**config.mk**
```make
export PLATFORM = sky130hd
export DESIGN_NAME = ysyx_22041412_ifu
export DESIGN_NICKNAME = d
export VERILOG_FILES = /design/src/rtl/ysyx_22041412_ifu.sv
export SDC_FILE = /design/constraint.sdc
export NUM_CORES = 1
export LEC_CHECK = 0
export CAP_MARGIN = 20
export CORE_MARGIN = 10
export CORE_UTILIZATION = 51
export DETAILED_ROUTE_END_ITERATION = 10
export PLACE_DENSITY = 0.79
export SETUP_SLACK_MARGIN = 0.15
export SYNTH_ARGS = -nofsm -noshare
export SYNTH_HDL_FRONTEND = slang
export SYNTH_SLANG_ARGS = --single-unit
```
**constraint.sdc**
```tcl
create_clock -name clk -period 5.7 [get_ports clk]
set_clock_uncertainty 0.1 [all_clocks]
set_input_delay 1.14 -clock clk [delete_from_list [all_inputs] [get_ports clk]]
set_output_delay 1.14 -clock clk [all_outputs]
set_load 0.02 [all_outputs]
```
**src/rtl/ysyx_22041412_ifu.sv**
```systemverilog
// ysyx_22041412_ifu: instruction fetch unit with credit-based request issue,
// an in-order instruction buffer and redirect handling that flushes in-flight fetches.
// Ports:
//   clk, rst_n                          clock, asynchronous active-low reset
//   imem_req_valid/ready/addr           fetch request handshake towards instruction memory
//   imem_resp_valid/data                in-order responses, no backpressure
//   redirect_valid/pc                   flow change from decode or execute
//   out_valid/ready/instr/pc            instruction stream towards decode
module ysyx_22041412_ifu #(
    parameter logic [31:0] RESET_PC = 32'h8000_0000,
    parameter int          DEPTH    = 2
) (
    input  logic        clk,
    input  logic        rst_n,
    output logic        imem_req_valid,
    input  logic        imem_req_ready,
    output logic [31:0] imem_req_addr,
    input  logic        imem_resp_valid,
    input  logic [31:0] imem_resp_data,
    input  logic        redirect_valid,
    input  logic [31:0] redirect_pc,
    output logic        out_valid,
    input  logic        out_ready,
    output logic [31:0] out_instr,
    output logic [31:0] out_pc
);
    localparam int CW = $clog2(DEPTH + 1);
    localparam int PW = DEPTH > 1 ? $clog2(DEPTH) : 1;
    localparam logic [CW:0] W_DEPTH = (CW + 1)'(DEPTH);

    typedef enum logic [1:0] {BOOT, RUN, FLUSH} state_t;

    state_t          r_state, w_next;
    logic [31:0]     r_pc;
    logic [CW-1:0]   r_out, r_drop, r_cnt;
    logic [PW-1:0]   r_head, r_tail;
    logic [31:0]     r_buf_pc    [DEPTH];
    logic [31:0]     r_buf_instr [DEPTH];

    logic            w_req_fire, w_resp_ok, w_push, w_pop;
    logic [CW:0]     w_used;
    logic [CW-1:0]   w_out_next;
    logic [31:0]     w_resp_pc;

    // A response with nothing outstanding is a protocol error and is ignored.
    assign w_resp_ok      = imem_resp_valid && r_out != '0;
    assign w_used         = {1'b0, r_out} + {1'b0, r_cnt};
    assign imem_req_valid = r_state == RUN && !redirect_valid && w_used < W_DEPTH;
    assign imem_req_addr  = r_pc;
    assign w_req_fire     = imem_req_valid && imem_req_ready;
    assign w_push         = r_state == RUN && !redirect_valid && w_resp_ok;
    assign w_pop          = out_valid && out_ready;
    // On a redirect this is also the number of responses still to be discarded.
    assign w_out_next     = r_out + CW'(w_req_fire) - CW'(w_resp_ok);
    // pc already points past every outstanding request, so the oldest one is this far back.
    assign w_resp_pc      = r_pc - (32'(r_out) << 2);
    assign out_valid      = r_cnt != '0;
    assign out_instr      = out_valid ? r_buf_instr[r_head] : '0;
    assign out_pc         = out_valid ? r_buf_pc[r_head] : '0;

    always_comb begin
        w_next = r_state;
        if (redirect_valid)
            w_next = w_out_next == '0 ? RUN : FLUSH;
        else if (r_state == BOOT)
            w_next = RUN;
        else if (r_state == FLUSH && (r_drop == '0 || (w_resp_ok && r_drop == CW'(1))))
            w_next = RUN;
    end

    always_ff @(posedge clk or negedge rst_n) begin
        if (!rst_n)
            r_state <= BOOT;
        else
            r_state <= w_next;
    end

    always_ff @(posedge clk or negedge rst_n) begin
        if (!rst_n) begin
            r_pc   <= RESET_PC;
            r_out  <= '0;
            r_drop <= '0;
            r_cnt  <= '0;
            r_head <= '0;
            r_tail <= '0;
        end else if (redirect_valid) begin
            r_pc   <= redirect_pc & ~32'h3;
            r_out  <= w_out_next;
            r_drop <= w_out_next;
            r_cnt  <= '0;
            r_head <= '0;
            r_tail <= '0;
        end else begin
            if (w_req_fire)
                r_pc <= r_pc + 32'd4;
            r_out <= w_out_next;
            if (r_state == FLUSH && w_resp_ok && r_drop != '0)
                r_drop <= r_drop - CW'(1);
            if (w_push)
                r_tail <= r_tail == PW'(DEPTH - 1) ? '0 : r_tail + PW'(1);
            if (w_pop)
                r_head <= r_head == PW'(DEPTH - 1) ? '0 : r_head + PW'(1);
            r_cnt <= r_cnt + CW'(w_push) - CW'(w_pop);
        end
    end

    always_ff @(posedge clk) begin
        if (w_push) begin
            r_buf_pc[r_tail]    <= w_resp_pc;
            r_buf_instr[r_tail] <= imem_resp_data;
        end
    end
endmodule
```
==> metrics.txt, run 1 <==
status finished clean; cell count after synthesis 630; most frequent cells in the layout clkdlybuf4s50_1, edfxtp_1, nor2_1; Leak 3.478 nW; post-synth top area share 0.4863; clock transition at the registers of the reported paths 0.07 ns; CTS Sinks 164; fin crit share 0.7091; FILL cells 1,078; Critical Path Source Type input pin; crit path max fanout 48; Synth Cell Area 7657 um2; first-iteration detailed-routing DRC count 500; Crit path top cell by count clkdlybuf4s50_1; area of the multi-input gates 2683 um2; Top-Level Pins 168; R2R setup slack 2.44 ns; CTS max path bufs 2; final setup fails 0; PortBufs 161; crit path kind in2out; crit-path max cell delay 0.66 ns; Num CTS Buffers 17; Data required, critical path 4.46 ns; Hold Crit Class reg2reg; Routed Antenna Nets 0; # diodes 0; worst rel slew slack 0.2549; gpl congestion 0.8089; core region area 14,640 um2; RSZ-0062 raised after global routing no; CTS tree yes; most common cell after layout, fill and taps aside clkdlybuf4s50_1; die width 142.5 um; dominant cell type by area after synthesis edfxtp_1; die area 20,320 um2; HPWL after detailed placement 13.14 mm; DRT Pass-1 Iters 5; CP Launch Point redirect_valid; DRC viols 0; Final Slew Violations 0; share of cells above drive strength 1 0.07134; largest net degree at the start of global routing 64; Critical Path Sink Type output port; Post-synth EDFFs 124; worst-skew pair later-pin latency 0.43 ns; setup bufs post-CTS 0; starting density of the core 0.5229; Max VDD drop 260.6 uV; register area 4730 um2; hold slack 0.4823 ns; Layout Utilization 0.6775; critical path depth in cells 4; top_reg_cell synth edfxtp_1; Total GRT Usage 0.1852; Setup TNS 0 ns; Post-Syn Area per Cell 12.15 um2; Synth warnings 0; routed vias/inst 5.663; synth unique cells 50; vias in the first global route 5,615; crit path capture imem_req_valid; Final min period 4.042 ns; total number of vias 5,487; Buffers & Inverters on Critical Path 3; max cap viols 0; crit-path leading delay family buffers and inverters; total design power 4.293 mW; Worst-Margin Slew 1.118 ns; initial antenna violation count 0; worst hold start r_state[0]; Max H-tree Level 4; hold buffer count at cts 0; fmax 247.4 MHz; synthesis-stage register bit count 164; RR Startpoint imem_req_addr[2]; cell row count 44; first-pass GRT wire length 29.93 mm; FFs w/ async S/R, synth 0.2439; PwrDens 432.7 nW/um2; Area Overhead vs Synth 29.58%; top cells by area, synth edfxtp_1, dfrtp_1, mux2i_1, nor2_1, xnor2_1; WP data arrival 2.80 ns; Post-CTS Resized 0; CP max-delay cell clkdlybuf4s50_1; Die H 142.5 um; WL final 19.01 mm; sequential-to-total area share from yosys stat 0.6172; CP Cell Sequence clkdlybuf4s50_1 -> buf_4 -> nor4_1 -> clkdlybuf4s50_1; worst r2r dst r_buf_pc[0][16]; Final nets 853; Root Driver clkbuf_16; WL/cell 19.61 um; Final Hold Vio Count 0; worst reg2reg path depth 8; grt ovf 0
## state kept, by name, indices dropped and copies added, names as in the netlist
register and flops:
r_drop 2, r_tail 1, r_out 2, r_buf_instr 64, r_head 1, imem_req_addr 30
r_state 2, r_cnt 2, r_buf_pc 60
## metrics by stage
stage	instance area, um2	setup WS [ns]	cells
after global routing	9922	1.550	969
after global placement	9374	1.666	937
after CTS	9922	1.656	969
after floorplan	7669	0.9204	633
final	9922	1.658	969
after detailed placement	9374	1.677	937
## how the worst min path moves through the flow
| stage | endpoint | slack, ns | depth (start not counted) |
|---|---|---|---|
| after floorplan | r_drop[1] | 0.39 | 2 |
| after global placement | r_drop[1] | 0.40 | 2 |
| after detailed placement | r_drop[1] | 0.41 | 2 |
| after CTS | imem_req_addr[31] | 0.49 | 2 |
| after global routing | imem_req_addr[31] | 0.50 | 2 |
| final | r_state[0] | 0.48 | 1 |
## area by class of cell
cell class                 instances  share of cell area
inverter                          14            0.005296
multi-input combinational        406              0.2704
tap                              184             0.02320
sequential                       164              0.4767
clock inverter                    15             0.01236
timing repair buffer             169              0.1692
clock buffer                      17             0.04288
## report_power, final
part / total, mW / leakage [nW] / switching (mW) / internal, mW
registers: 1.66 / 1.60 / 0.215 / 1.44
logic: 1.58 / 1.60 / 0.850 / 0.726
clock network: 1.06 / 0.269 / 0.491 / 0.567
total: 4.29 / 3.48 / 1.56 / 2.74
## layer usage
layer / vias up / global-route usage / share of wire / wire [um]
li1: 2557 / - / - / -
met1: 2674 / 0.2288 / 0.41 / 7886
met2: 224 / 0.3007 / 0.48 / 9145
met3: 32 / 0.05541 / 0.084 / 1593
met4: 0 / 0.06949 / 0.020 / 381
met5: - / 0 / 0 / 0
## logic make-up (layout without fill, tap and decap cells)
group,after synthesis,after routing,share of synthesized area
other,1,4,0.0004897
muxes,65,65,0.08529
xor gates and xnor gates,44,44,0.05131
and+or+nand+nor,222,222,0.1387
buffers and inverters,63,215,0.03611
adders and majority gates,11,11,0.01994
DFF,164,164,0.6172
AOI/OAI and AO/OA,60,60,0.05098
## cell usage after synthesis, drive strengths merged, types with 6 or more instances
library cell and instances:
nand4 15, clkbuf 32, and3 7, ha 9, inv 14, o21ai 28, or4 9, xor2 21
nand3 21, nor3 12, edfxtp 124, buf 17, nor2 94, mux2i 63, nand2 34, a22oi 6
nor4 14, dfrtp 39, xnor2 23
Note: power is estimated with default switching activity, not from simulation.
==> run 2: changes to the inputs <==
clock period = 3.9 ns   (was 5.7 ns; I/O delays follow)
==> metrics.txt, run 2 (synthesized netlist as in run 1, its figures left out) <==
status finished clean; worst rel slew slack 0.3257 (+0.07072); most common cell after layout, fill and taps aside clkdlybuf4s50_1; final setup fails 0 (unchanged); Final Slew Violations 0 (unchanged); Critical Path Source Type register; largest net degree at the start of global routing 63 (-1.6%); R2R setup slack 0.64 ns (-1.80 ns); PortBufs 161 (unchanged); Area after DPL 9444 um2 (+0.75%); CTS Sinks 164 (unchanged); die width 142.5 um (unchanged); share of cells above drive strength 1 0.07089 (-0.0004515); worst r2r dst r_buf_pc[0][16]; fmax 296.8 MHz; Num CTS Buffers 17 (unchanged); Final nets 859 (+0.70%); gpl congestion 0.8378 (+3.6%); # diodes 0 (unchanged); Critical Path Sink Type output port; clock transition at the registers of the reported paths 0.07 ns (about the same); WL final 18.96 mm (-0.27%); starting density of the core 0.5229 (unchanged); CTS max path bufs 2 (unchanged); max cap viols 0 (unchanged); Hold Crit Class in2async; RSZ-0062 raised after global routing no; worst reg2reg path depth 8 (unchanged); Setup TNS 0 ns (unchanged); first-pass GRT wire length 29.72 mm (-0.69%); RR Startpoint imem_req_addr[2]; DRT Pass-1 Iters 5 (unchanged); vias in the first global route 5,589 (-0.46%); grt ovf 0 (unchanged); Total GRT Usage 0.1860 (+0.0007968); Top-Level Pins 168 (unchanged); setup bufs post-CTS 0 (unchanged); Root Driver clkbuf_16; first-iteration detailed-routing DRC count 492 (-1.6%); WL/cell 19.46 um (-0.78%); CP Launch Point r_head; crit path kind reg2out; worst-skew pair later-pin latency 0.43 ns (about the same); Area Overhead vs Synth 31.44%; max reg flops 64 (unchanged); total number of vias 5,500 (+0.24%); fin crit share 0.8638; Reg with most FFs r_buf_instr; WP data arrival 2.49 ns (-0.31 ns); Max VDD drop 356.3 uV (+37%); cell row count 44 (unchanged); Final min period 3.369 ns; die area 20,320 um2 (unchanged); Worst-Margin Slew 1.003 ns (-0.1144 ns); initial antenna violation count 0 (unchanged); Data required, critical path 3.02 ns (-1.44 ns); routed vias/inst 5.647 (-0.28%); Max H-tree Level 4 (unchanged); CTS tree yes; hold buffer count at cts 0 (unchanged); Die H 142.5 um (unchanged); most frequent cells in the layout clkdlybuf4s50_1, edfxtp_1, nor2_1; Leak 3.543 nW (+1.9%); Final Hold Vio Count 0 (unchanged); HPWL after detailed placement 13.38 mm (+1.8%); Post-CTS Resized 0 (unchanged); Routed Antenna Nets 0 (unchanged); crit path max fanout 31 (-35%); DRC viols 0 (unchanged); crit path capture out_instr[14]; design area 10,060 um2 (+1.4%); PwrDens 645.7 nW/um2 (+49%); core region area 14,640 um2 (unchanged)
==> run 2: how the worst min path moves through the flow <==
stage                          from                 to
after floorplan               rst_n  imem_req_addr[10]
after global placement    r_drop[1]          r_drop[1]
after detailed placement  r_drop[1]          r_drop[1]
after CTS                     rst_n  imem_req_addr[27]
after global routing          rst_n  imem_req_addr[27]
final                         rst_n  imem_req_addr[30]
==> run 2: final cells by class <==
type                            count  area, um2
Clock inverter                     11      183.9
Sequential cell                   164       4730
Clock buffer                       20      436.7
Fill cell                        1067       4579
Timing Repair Buffer              175       1749
Inverter                           14      52.55
Tap cell                          184      230.2
Multi-Input combinational cell    406       2683
==> run 2: routing by layer <==
metal | global-route usage | vias up | part of all wire
li1 | - | 2569 | -
met1 | 0.2310 | 2650 | 0.41
met3 | 0.05941 | 49 | 0.085
met2 | 0.3002 | 232 | 0.48
met4 | 0.06460 | 0 | 0.022
met5 | 0 | - | 0
==> run 2: through the flow <==
step / setup WS [ns] / hold WS [ns] / instances / power, mW / util
floorplan: 0.5081 / 0.3844 / 633 / 3.714 / -
global placement: 0.7741 / 0.4033 / 943 / 4.734 / 0.6449
detailed placement: 0.6868 / 0.4191 / 943 / 4.786 / 0.6449
CTS: 0.5210 / 0.4190 / 974 / 6.548 / 0.6873
global route: 0.4415 / 0.4510 / 974 / 6.806 / 0.6873
finish: 0.5313 / 0.3904 / 974 / 6.499 / 0.6873
==> run 2: worst max-delay path, stage by stage (launching register included) <==
cell             delay (ns)
dfrtp_4                0.78
buf_4                  0.35
mux2i_1                0.12
nor2_1                 0.13
clkdlybuf4s50_1        0.63
==> run 2: power breakdown <==
group          total [mW]  internal (mW)  switching, mW
sequential           2.36           2.11          0.250
combinational        2.37           1.08           1.29
clock                1.77           1.13          0.643
total                6.50           4.32           2.18
